**src/rtl/dmem_arb_pkg.sv**
```systemverilog
// Shared types, sizes and the address legality check for the data-memory arbiter.
// Latency: none; this file holds declarations only.
// Backpressure: none; this file holds declarations only.
package dmem_arb_pkg;

   localparam int NUM_REQ_MAX      = 4;
   localparam int DMEM_DEPTH_WORDS = 4096;
   localparam int WORD_W           = 32;

   typedef struct packed {
      logic [WORD_W-1:0] addr;
      logic [WORD_W-1:0] wdata;
      logic              we;
   } dmem_req_t;

   typedef struct packed {
      logic [WORD_W-1:0] rdata;
      logic              err;
   } dmem_rsp_t;

   // An access is bad when it is not word aligned or when its word index
   // falls past the end of the memory.
   function automatic logic addr_bad(input logic [WORD_W-1:0] addr,
                                     input logic [WORD_W-1:0] depth);
      return (addr[1:0] != 2'b00) || ({2'b00, addr[WORD_W-1:2]} >= depth);
   endfunction

endpackage

```
**src/rtl/dmem_arbiter_rr_arbiter.sv**
```systemverilog
// Combinational round-robin pick: the first eligible requester after last_grant wins.
// Latency: purely combinational, no state.
// Backpressure: none of its own; eligibility already folds in response backpressure.
//
// Ports:
//   eligible   in   one bit per requester that may be granted this cycle
//   last_grant in   index of the most recent winner (search starts one past it)
//   grant      out  one-hot winner, or zero when nobody is eligible
//   grant_idx  out  binary index of the winner (0 when grant_vld=0)
//   grant_vld  out  1 when some requester won
module rr_arbiter #(
   parameter int NUM_REQ = 2,
   parameter int IDX_W   = (NUM_REQ > 1) ? $clog2(NUM_REQ) : 1
) (
   input  logic [NUM_REQ-1:0] eligible,
   input  logic [IDX_W-1:0]   last_grant,
   output logic [NUM_REQ-1:0] grant,
   output logic [IDX_W-1:0]   grant_idx,
   output logic               grant_vld
);

   logic [IDX_W-1:0] cand;

   // Walk the ring once, starting one past the last winner; the last winner
   // itself is visited last, which is what gives strict rotation.
   always_comb begin
      grant     = '0;
      grant_idx = '0;
      grant_vld = 1'b0;
      cand      = '0;
      for (int off = 1; off <= NUM_REQ; off++) begin
         cand = IDX_W'((int'(last_grant) + off) % NUM_REQ);
         if (!grant_vld && eligible[cand]) begin
            grant_vld   = 1'b1;
            grant[cand] = 1'b1;
            grant_idx   = cand;
         end
      end
   end

endmodule

```
**src/rtl/dmem_arbiter.sv**
```systemverilog
// Shares a single-port data memory between NUM_REQ requesters, one word access per cycle.
// Latency: request accepted in cycle N -> registered response visible in cycle N+1.
// Backpressure: a requester holding an unaccepted response is not granted until it is taken.
//
// Ports:
//   clk, rst                     clock and asynchronous active-high reset
//   req_valid/ready/addr/wdata/we per-requester request handshake (ready is combinational)
//   rsp_valid/rdata/err/ready     per-requester registered response handshake
//   mem_addr/write_data/read/write drive the data memory during a granted cycle
//   mem_read_data                 asynchronous read data from the memory
module dmem_arbiter
   import dmem_arb_pkg::*;
#(
   parameter int NUM_REQ     = 2,
   parameter int DEPTH_WORDS = DMEM_DEPTH_WORDS
) (
   input  logic                             clk,
   input  logic                             rst,
   input  logic [NUM_REQ-1:0]               req_valid,
   output logic [NUM_REQ-1:0]               req_ready,
   input  logic [NUM_REQ-1:0][WORD_W-1:0]   req_addr,
   input  logic [NUM_REQ-1:0][WORD_W-1:0]   req_wdata,
   input  logic [NUM_REQ-1:0]               req_we,
   output logic [NUM_REQ-1:0]               rsp_valid,
   output logic [NUM_REQ-1:0][WORD_W-1:0]   rsp_rdata,
   output logic [NUM_REQ-1:0]               rsp_err,
   input  logic [NUM_REQ-1:0]               rsp_ready,
   output logic [WORD_W-1:0]                mem_addr,
   output logic [WORD_W-1:0]                mem_write_data,
   output logic                             mem_read,
   output logic                             mem_write,
   input  logic [WORD_W-1:0]                mem_read_data
);

   localparam int                IDX_W    = (NUM_REQ > 1) ? $clog2(NUM_REQ) : 1;
   localparam logic [WORD_W-1:0] DEPTH_L  = WORD_W'(DEPTH_WORDS);
   localparam logic [IDX_W-1:0]  LAST_RST = IDX_W'(NUM_REQ - 1);

   dmem_req_t            req [NUM_REQ];
   dmem_req_t            win_req;
   logic                 win_bad;
   logic [NUM_REQ-1:0]   eligible;
   logic [NUM_REQ-1:0]   grant;
   logic [IDX_W-1:0]     grant_idx;
   logic                 grant_vld;
   logic                 fire;

   logic [NUM_REQ-1:0]   rsp_valid_q, rsp_valid_d;
   dmem_rsp_t            rsp_q [NUM_REQ];
   dmem_rsp_t            rsp_d [NUM_REQ];
   logic [IDX_W-1:0]     last_grant_q, last_grant_d;

   // A requester may be granted when its response slot is empty or is being
   // drained this very cycle, so retire and reload can share one edge.
   assign eligible = req_valid & (~rsp_valid_q | rsp_ready);

   rr_arbiter #(
      .NUM_REQ (NUM_REQ),
      .IDX_W   (IDX_W)
   ) u_rr (
      .eligible   (eligible),
      .last_grant (last_grant_q),
      .grant      (grant),
      .grant_idx  (grant_idx),
      .grant_vld  (grant_vld)
   );

   always_comb begin
      for (int i = 0; i < NUM_REQ; i++) begin
         req[i] = '{addr: req_addr[i], wdata: req_wdata[i], we: req_we[i]};
      end
      win_req = req[grant_idx];
      win_bad = addr_bad(win_req.addr, DEPTH_L);
      // Gating with rst keeps a store presented during reset from reaching memory.
      fire    = grant_vld & ~rst;

      req_ready      = fire ? grant : '0;
      mem_addr       = fire ? win_req.addr  : '0;
      mem_write_data = fire ? win_req.wdata : '0;
      mem_write      = fire &  win_req.we & ~win_bad;
      mem_read       = fire & ~win_req.we & ~win_bad;
   end

   always_comb begin
      rsp_valid_d  = rsp_valid_q;
      rsp_d        = rsp_q;
      last_grant_d = last_grant_q;
      for (int i = 0; i < NUM_REQ; i++) begin
         if (rsp_valid_q[i] && rsp_ready[i]) begin
            rsp_valid_d[i] = 1'b0;
            rsp_d[i]       = '0;
         end
      end
      // A new grant overrides the retire above for the winner's slot.
      if (fire) begin
         rsp_valid_d[grant_idx]  = 1'b1;
         rsp_d[grant_idx].rdata  = (win_req.we || win_bad) ? '0 : mem_read_data;
         rsp_d[grant_idx].err    = win_bad;
         last_grant_d            = grant_idx;
      end
   end

   always_ff @(posedge clk or posedge rst) begin
      if (rst) begin
         rsp_valid_q  <= '0;
         last_grant_q <= LAST_RST;
         for (int i = 0; i < NUM_REQ; i++) begin
            rsp_q[i] <= '0;
         end
      end else begin
         rsp_valid_q  <= rsp_valid_d;
         last_grant_q <= last_grant_d;
         for (int i = 0; i < NUM_REQ; i++) begin
            rsp_q[i] <= rsp_d[i];
         end
      end
   end

   always_comb begin
      rsp_valid = rsp_valid_q;
      rsp_rdata = '0;
      rsp_err   = '0;
      for (int i = 0; i < NUM_REQ; i++) begin
         rsp_rdata[i] = rsp_q[i].rdata;
         rsp_err[i]   = rsp_q[i].err;
      end
   end

endmodule

```
**config.mk**
```make
export PLATFORM = sky130hd
export DESIGN_NAME = dmem_arbiter
export DESIGN_NICKNAME = d
export VERILOG_FILES = /design/src/rtl/dmem_arb_pkg.sv /design/src/rtl/dmem_arbiter_rr_arbiter.sv /design/src/rtl/dmem_arbiter.sv
export SDC_FILE = /design/constraint.sdc
export NUM_CORES = 1
export LEC_CHECK = 0
export ABC_AREA = 0
export BUFFER_PORTS_ARGS = -buffer_cell sky130_fd_sc_hd__buf_2
export CELL_PAD_IN_SITES_DETAIL_PLACEMENT = 0
export CELL_PAD_IN_SITES_GLOBAL_PLACEMENT = 2
export CORE_ASPECT_RATIO = 0.75
export CORE_MARGIN = 5
export CORE_UTILIZATION = 23
export DETAILED_ROUTE_END_ITERATION = 10
export PLACE_DENSITY = 0.92
export RECOVER_POWER = 100
export SYNTH_ARGS = -nofsm -noshare
export SYNTH_HDL_FRONTEND = slang
export SYNTH_SLANG_ARGS = --single-unit
```
**constraint.sdc**
```tcl
create_clock -name clk -period 8.2 [get_ports clk]
set_input_delay 1.64 -clock clk [delete_from_list [all_inputs] [get_ports clk]]
set_output_delay 1.64 -clock clk [all_outputs]
set_load 0.01 [all_outputs]
```
==> results of run 1 <==
==> cell families (layout without fill, tap and decap cells) <==
group	after synthesis	in the layout	share of synthesized area
AOI/OAI and AO/OA	139	139	0.281
buffers and inverters	82	366	0.0766
DFF	69	69	0.405
muxes	3	3	0.00763
other	0	1	0
and+or+nand+nor	198	198	0.229
==> worst paths after layout <==
check,startpoint,endpoint,slack (ps)
worst max-delay path,rst,mem_write_data[28],2360
min in group asynchronous,rst,rsp_err[0],1420
worst min-delay path,rsp_rdata[61],rsp_rdata[61],500
max in group asynchronous,rst,rsp_rdata[44],4400
worst min register to register,rsp_rdata[61],rsp_rdata[61],500
worst max register to register,rsp_valid[1],rsp_rdata[7],5520
==> registers in the layout, summed over array words and instances, names as in the netlist <==
name          cells
rsp_err           2
rsp_valid         2
last_grant_q      1
rsp_rdata        64
==> worst max-delay path: stages <==
cell and delay (ps):
clkbuf_1 170, clkinv_2 560, o2111ai_1 330, buf_4 400, inv_1 550, a22o_1 360
clkbuf_1 140
==> synthesized netlist by cell type, types with 4 or more instances <==
| master | number | area share |
|---|---|---|
| nand2_1 | 72 | 0.063 |
| nand3_1 | 69 | 0.081 |
| dfrtp_1 | 68 | 0.40 |
| clkbuf_1 | 35 | 0.031 |
| a21oi_1 | 33 | 0.039 |
| inv_1 | 33 | 0.029 |
| nand2b_1 | 33 | 0.048 |
| a22o_1 | 32 | 0.066 |
| o21ai_1 | 31 | 0.036 |
| o32ai_2 | 30 | 0.11 |
| nor4_1 | 7 | 0.010 |
| buf_4 | 4 | 0.0070 |
| inv_2 | 4 | 0.0035 |
| or4_1 | 4 | 0.0070 |
==> area by class of cell <==
class,instances,area (um2)
clock inverters,7,75.1
diodes,1,2.50
multi-input cells,340,2050
clock buffers,9,225
well taps,247,309
repair buffers,313,1420
inverters,37,140
flip-flops and latches,69,1730
fillers,2083,12400
==> power by group through the flow <==
stage          Sequential, mW  Clock, mW  Combinational, mW
3_3_place_gp            0.356          0              0.231
2_1_floorplan           0.357          0              0.120
5_1_grt                 0.351      0.416              0.237
4_1_cts                 0.350      0.401              0.232
6_report                0.350      0.391              0.216
3_5_place_dp            0.356          0              0.232
==> cell usage in the layout (no fill, tap or decap), types with 2 or more instances in the layout <==
cell type     n
a21oi_1      33
a22o_1       32
and3_1        3
buf_2       168
buf_4         8
clkbuf_1    137
clkbuf_16     9
clkinv_2      2
clkinvlp_4    3
dfrtp_1      68
inv_1        35
mux2_2        2
nand2_1      72
nand2b_1     33
nand3_1      69
nor2_1        3
nor2b_1       2
nor4_1        7
o211ai_1      2
o21ai_0      31
o31ai_1       2
o32ai_1      28
o32ai_2       4
or4_1         4
==> routing by layer <==
| metal | part of all wire | wire length, um |
|---|---|---|
| met1 | 0.48 | 9290 |
| met3 | 0.082 | 1580 |
| met2 | 0.42 | 8150 |
| met5 | 0.0011 | 21 |
| met4 | 0.012 | 233 |
==> load_flow_metrics.sql, run 1 <==
INSERT INTO impl_metrics (metric_group, metric, value, unit) VALUES
('pwr', 'sequential_share_of_power', '0.366', ''),
('route', 'routed_wire_length_per_instance', '18.8', 'um'),
('synthesis', 'synth_sequential_area_ratio', '0.405', ''),
('timing', 'final_period_utilization', '0.712', ''),
('worst_hold_path', 'min_path_cells', '2', ''),
('grt', 'wire_length_of_the_first_global_routing_pass', '28200', 'um'),
('synthesis', 'yosys.cell_types.count', '36', ''),
('synthesis', 'ys_seq_elements', '69', ''),
('pwr', 'p_switching', '0.296', 'mW'),
('floorplan', 'start_util', '0.232', ''),
('route', 'via_per_inst', '4.73', ''),
('placed_design', 'dp_cells', '1006', ''),
('clock_tree', 'number_of_clock_sinks', '69', ''),
('critical_path', 'critical_path.startpoint_type', 'primary input', ''),
('floorplan', 'chip_width', '167', 'um'),
('grt', 'grt_pass1_vias', '4656', ''),
('pwr', 'power.density_cell_area', '161', 'mW/mm2'),
('run_status', 'outcome', 'finished, violations left', ''),
('timing', 'timing.final.setup_violations', '0', ''),
('grt', 'use_met1', '0.248', ''),
('grt', 'busiest_layer', 'met1', ''),
('floorplan', 'die-area', '0.0214', 'mm2'),
('timing', 'max_freq', '171', 'MHz'),
('cells_and_area', 'area_growth', '39.4', '%'),
('grt', 'grt_met3_use', '0.0549', ''),
('timing', 'finalSetupTns', '0', 'ps'),
('placed_design', 'hpwl', '14800', 'um'),
('route', 'post-route-drc-count', '0', ''),
('cells_and_area', 'util_after_layout', '0.324', ''),
('job', 'max_cap_viol_count', '2', ''),
('critical_path', 'worstPathMaxFanout', '37', ''),
('floorplan', 'floorplan.core_area', '0.0183', 'mm2'),
('clock_tree', 'clk_root_buffer_cell', 'clkbuf_16', ''),
('synthesis', 'post_synth.cell_area_avg', '8.68', 'um2'),
('synthesis', 'asyncSetResetFlopFracSynth', '1.00', ''),
('grt', 'use_met2', '0.229', ''),
('pwr', 'internal_power', '0.663', 'mW'),
('timing', 'setup_slack', '2360', 'ps'),
('clock_tree', 'cts_hold_buf', '0', ''),
('clock_tree', 'cts-buffers-inserted', '9', ''),
('timing', 'timing.final.max_slew_violations', '72', ''),
('grt', 'grt_antenna_before_repair', '2', ''),
('timing', 'worst_pin_slew', '2080', 'ps'),
('critical_path', 'crit_required', '6560', 'ps'),
('placed_design', 'postPlaceCellArea', '0.00603', 'mm2'),
('route', 'vias', '4841', ''),
('timing', 'final.hold.worst_slack', '504', 'ps'),
('timing', 'timing_hold_violations_final', '0', ''),
('placed_design', 'place_worst_setup_slack', '2710', 'ps'),
('pwr', 'switching_share', '0.309', ''),
('clock_tree', 'cts_setup_buffers', '0', ''),
('clock_tree', 'clk_pin_slew', '60', 'ps'),
('synthesis', 'mappedNetlistNets', '659', ''),
('critical_path', 'critical_path.endpoint_type', 'output port', ''),
('critical_path', 'ff2ff_path_depth', '6', ''),
('floorplan', 'placementRows', '43', ''),
('cells_and_area', 'final_design_area_no_fill', '0.00594', 'mm2'),
('clock_tree', 'clk-insertion-delay-late', '330', 'ps'),
('clock_tree', 'cts.htree.levels', '3', ''),
('timing', 'finalWorstPathRequiredPeriod', '5840', 'ps'),
('run_status', 'failed_checks', 'max-capacitance violations, max-slew violations', ''),
('floorplan', 'die_h', '128', 'um'),
('synthesis', 'synth_warnings', '0', ''),
('grt', 'pin_count_of_the_biggest_net_entering_global_routing', '39', ''),
('pwr', 'design_power_total', '0.958', 'mW'),
('clock_tree', 'clock_path_buffers', '2', ''),
('synthesis', 'number_of_enable_flip_flop_cells_after_synthesis', '0', ''),
('pwr', 'share_clk_of_total_power', '0.409', ''),
('route', 'postRouteAntennaNets', '0', ''),
('cells_and_area', 'finish.cell_count_without_fillers', '1023', ''),
('critical_path', 'worstSetupPathType', 'in2out', '');
(Power assumes the default switching activity.)
==> run 2: changes to the inputs <==
ABC_AREA = 1   (was 0)
CORE_UTILIZATION = 18   (was 23)
PLACE_DENSITY = 0.83   (was 0.92)
clock period = 5.1 ns   (was 8.2 ns; I/O delays follow)
==> run 2 against run 1 <==
The run still ends with max-capacitance violations, max-slew violations left. Critical path type unchanged. Design area shrank 1.4%. Clock skew shrank 0.78 ps. Sequential share of layout area grew 0.40 points. Synthesized cell count grew 6.1%. Worst setup slack lost 1700 ps. Synthesized area shrank 5.8%. Power grew 64%. Sequential power grew 61%. Hold slack lost 28 ps. Via count grew 0.64%.
==> load_flow_metrics.sql, run 2 <==
INSERT INTO impl_metrics (metric_group, metric, value, unit) VALUES
('run_status', 'outcome', 'finished, violations left', ''),
('run_status', 'failed_checks', 'max-capacitance violations, max-slew violations', ''),
('grt', 'track_usage', '0.140', ''),
('timing', 'max_slew_margin', '-0.208', ''),
('synthesis', 'synth_top_cells_by_area', 'dfrtp_1 (42%), nand2_1 (13%), nand4_1 (10%), nand3_1 (8.7%), a22o_1 (7.0%)', ''),
('route', 'routed_wire_length_per_instance', '16.8', 'um'),
('pwr', 'design_power_total', '1.58', 'mW'),
('cells_and_area', 'finish.cell_count_without_fillers', '1094', ''),
('floorplan', 'start_util', '0.183', ''),
('timing', 'max_freq', '227', 'MHz'),
('worst_hold_path', 'min-delay-path-class', 'reg2reg', ''),
('clock_tree', 'cts_hold_buf', '0', ''),
('synthesis', 'synth_top_cell_by_area', 'dfrtp_1', ''),
('floorplan', 'placementRows', '47', ''),
('placed_design', 'finalWeightedCongestion', '0.856', ''),
('clock_tree', 'clk-insertion-delay-late', '340', 'ps'),
('timing', 'finClkSkew', '5.18', 'ps'),
('critical_path', 'cp_cell_sequence', 'buf_2 > inv_1 > a21boi_4 > nand2_1 > nand2_1 > inv_1 > nor2_1 > buf_4 > a22o_1 > clkbuf_1', ''),
('grt', 'pin_count_of_the_biggest_net_entering_global_routing', '69', ''),
('clock_tree', 'cts_setup_buffers', '0', ''),
('grt', 'grt_pass1_vias', '4847', ''),
('timing', 'finalSetupTns', '0', 'ps'),
('timing', 'finalWorstPathRequiredPeriod', '4410', 'ps'),
('clock_tree', 'clk_root_buffer_cell', 'clkbuf_16', ''),
('synthesis', 'synth_sequential_area_ratio', '0.430', ''),
('clock_tree', 'number_of_clock_sinks', '69', ''),
('critical_path', 'worst_ep_arrival_time', '3390', 'ps'),
('cells_and_area', 'final_net_count', '964', ''),
('route', 'vias', '4872', ''),
('timing', 'worst_pin_slew', '1810', 'ps'),
('critical_path', 'critical_path.endpoint_type', 'output port', ''),
('synthesis', 'number_of_enable_flip_flop_cells_after_synthesis', '0', ''),
('critical_path', 'cpPeakStageDelay', '480', 'ps'),
('critical_path', 'worstSetupPathType', 'in2out', ''),
('critical_path', 'critical_path.startpoint_type', 'primary input', ''),
('route', 'via_per_inst', '4.45', ''),
('clock_tree', 'cts_tree', 'yes', ''),
('placed_design', 'placement.io_buffers', '303', ''),
('floorplan', 'chip_width', '183', 'um'),
('cells_and_area', 'layout.cells.most_common_list', 'buf_2 (170), nand2_1 (140), clkbuf_1 (135), nand3_1 (70), dfrtp_1 (68)', ''),
('timing', 'timing.final.max_slew_violations', '69', ''),
('critical_path', 'crit_required', '4080', 'ps'),
('timing', 'timing_hold_violations_final', '0', ''),
('synthesis', 'post_synth.cell_area_avg', '7.71', 'um2'),
('critical_path', 'worstPathMaxFanout', '46', ''),
('job', 'max_cap_viol_count', '1', ''),
('grt', 'wire_length_of_the_first_global_routing_pass', '28400', 'um'),
('synthesis', 'ys_seq_elements', '69', ''),
('route', 'postRouteAntennaNets', '0', ''),
('synthesis', 'post-synth-top-area-fraction', '0.424', ''),
('route', 'drtIter0Drc', '226', ''),
('synthesis', 'postSynth.topFlopCell', 'dfrtp_1', ''),
('pwr', 'power.density_cell_area', '269', 'mW/mm2'),
('route', 'drt-pass1-iter-count', '4', ''),
('synthesis', 'mappedNetlistNets', '689', ''),
('synthesis', 'asyncSetResetFlopFracSynth', '1.00', ''),
('timing', 'final_period_utilization', '0.864', ''),
('timing', 'timing.final.setup_violations', '0', ''),
('clock_tree', 'cts-buffers-inserted', '9', ''),
('synthesis', 'syn_area', '0.00402', 'mm2'),
('grt', 'grt_antenna_before_repair', '0', ''),
('pwr', 'ir_worst_vdd', '0.000103', 'V'),
('pwr', 'power.leakage', '3.10', 'nW'),
('clock_tree', 'clock_path_buffers', '2', ''),
('cells_and_area', 'fraction_of_layout_instances_using_a_drive_strength_above_1', '0.255', ''),
('synthesis', 'yosys.cell_count.top_type', 'nand2_1', ''),
('cells_and_area', 'final_common_cell', 'buf_2', ''),
('cells_and_area', 'largest_register_ffs', '64', ''),
('clock_tree', 'cts.htree.levels', '3', ''),
('route', 'routed_wire_length', '18400', 'um'),
('critical_path', 'standard_cell_with_the_maximum_stage_delay_on_the_critical_path', 'buf_4', ''),
('timing', 'final.hold.worst_slack', '476', 'ps'),
('timing', 'grt_setup_unrepaired', 'false', ''),
('cells_and_area', 'antenna_cells', '0', ''),
('synthesis', 'synth_warnings', '0', ''),
('grt', 'grt_overflow_total', '0', ''),
('clock_tree', 'cts-resized-gates', '0', ''),
('synthesis', 'synthTopCellsByCount', 'nand2_1 (140), nand3_1 (70), dfrtp_1 (68)', ''),
('placed_design', 'hpwl', '13400', 'um'),
('floorplan', 'die-area', '0.0254', 'mm2'),
('floorplan', 'die_h', '139', 'um'),
('placed_design', 'dp_cells', '1079', ''),
('floorplan', 'floorplan.core_area', '0.0220', 'mm2'),
('synthesis', 'yosys.cell_types.count', '27', ''),
('synthesis', 'synthesis.instances', '521', ''),
('route', 'post-route-drc-count', '0', ''),
('floorplan', 'number_of_top_level_design_ports', '304', ''),
('clock_tree', 'clk_pin_slew', '60', 'ps'),
('cells_and_area', 'area_growth', '45.9', '%');
-- run 2: cell types whose count changed after synthesis, sizes merged, moves of 9 or more --
cell / change
o32ai: -32
inv: -9
a21oi: -21
nand4: +63
nand3b: +9
nor2: +26
nand2b: -34
nand2: +70
clkbuf: -12
o21ai: -22
buf: +17
-- run 2: worst max-delay path: cells and delay by family --
kind	cells	cell delay (ps)
compound gates	2	580
buf+inv	5	1230
simple gates	3	470
-- run 2: power by group --
group | internal, mW | total, mW | switching (mW)
Sequential | 0.556 | 0.562 | 0.00583
Clock | 0.376 | 0.631 | 0.255
Combinational | 0.128 | 0.382 | 0.254
-- run 2: metrics by stage --
step | setup slack, ps | util | area, um2
6_report | 692 | 0.267 | 5860
5_1_grt | 331 | 0.267 | 5860
4_1_cts | 716 | 0.275 | 6060
3_5_place_dp | 722 | 0.262 | 5770
3_3_place_gp | 776 | 0.262 | 5770
2_1_floorplan | 501 | - | 4020
-- run 2: metal layers --
| layer | up-vias | GRT usage | routed length, um | share of wire |
|---|---|---|---|---|
| li1 | 2350 | - | - | - |
| met1 | 2281 | 0.191 | 8420 | 0.46 |
| met2 | 233 | 0.220 | 8310 | 0.45 |
| met3 | 8 | 0.0444 | 1560 | 0.085 |
| met4 | 0 | 0.0237 | 125 | 0.0068 |
| met5 | - | 0 | 0 | 0 |
-- run 2: cells by family (layout without fill, tap and decap cells) --
family                 count (synthesis)  in the layout  share of synthesized area
buffers and inverters                 79            358                     0.0916
AOI/OAI and AO/OA                     56             56                      0.104
muxes                                  1              1                    0.00249
and+or+nand+nor                      316            316                      0.372
DFF                                   69             69                      0.430
-- run 2: layout make-up --
type,count,area (um2)
Sequential cell,69,1730
Clock buffer,9,225
Multi-Input combinational cell,373,1930
Inverter,29,110
Clock inverter,6,65.1
Fill cell,2559,16100
Timing Repair Buffer,314,1430
Tap cell,294,368
-- run 2: final timing paths --
kind | from | endpoint | slack [ps] | depth (start not counted)
max | rsp_ready[1] | mem_write_data[20] | 690 | 10
min | last_grant_q | last_grant_q | 480 | 2
max reg2reg | rsp_valid[1] | rsp_err[1] | 1410 | 8
min reg2reg | last_grant_q | last_grant_q | 480 | 2
max in group asynchronous | rst | rsp_rdata[9] | 2520 | 3
min in group asynchronous | rst | rsp_valid[0] | 620 | 2
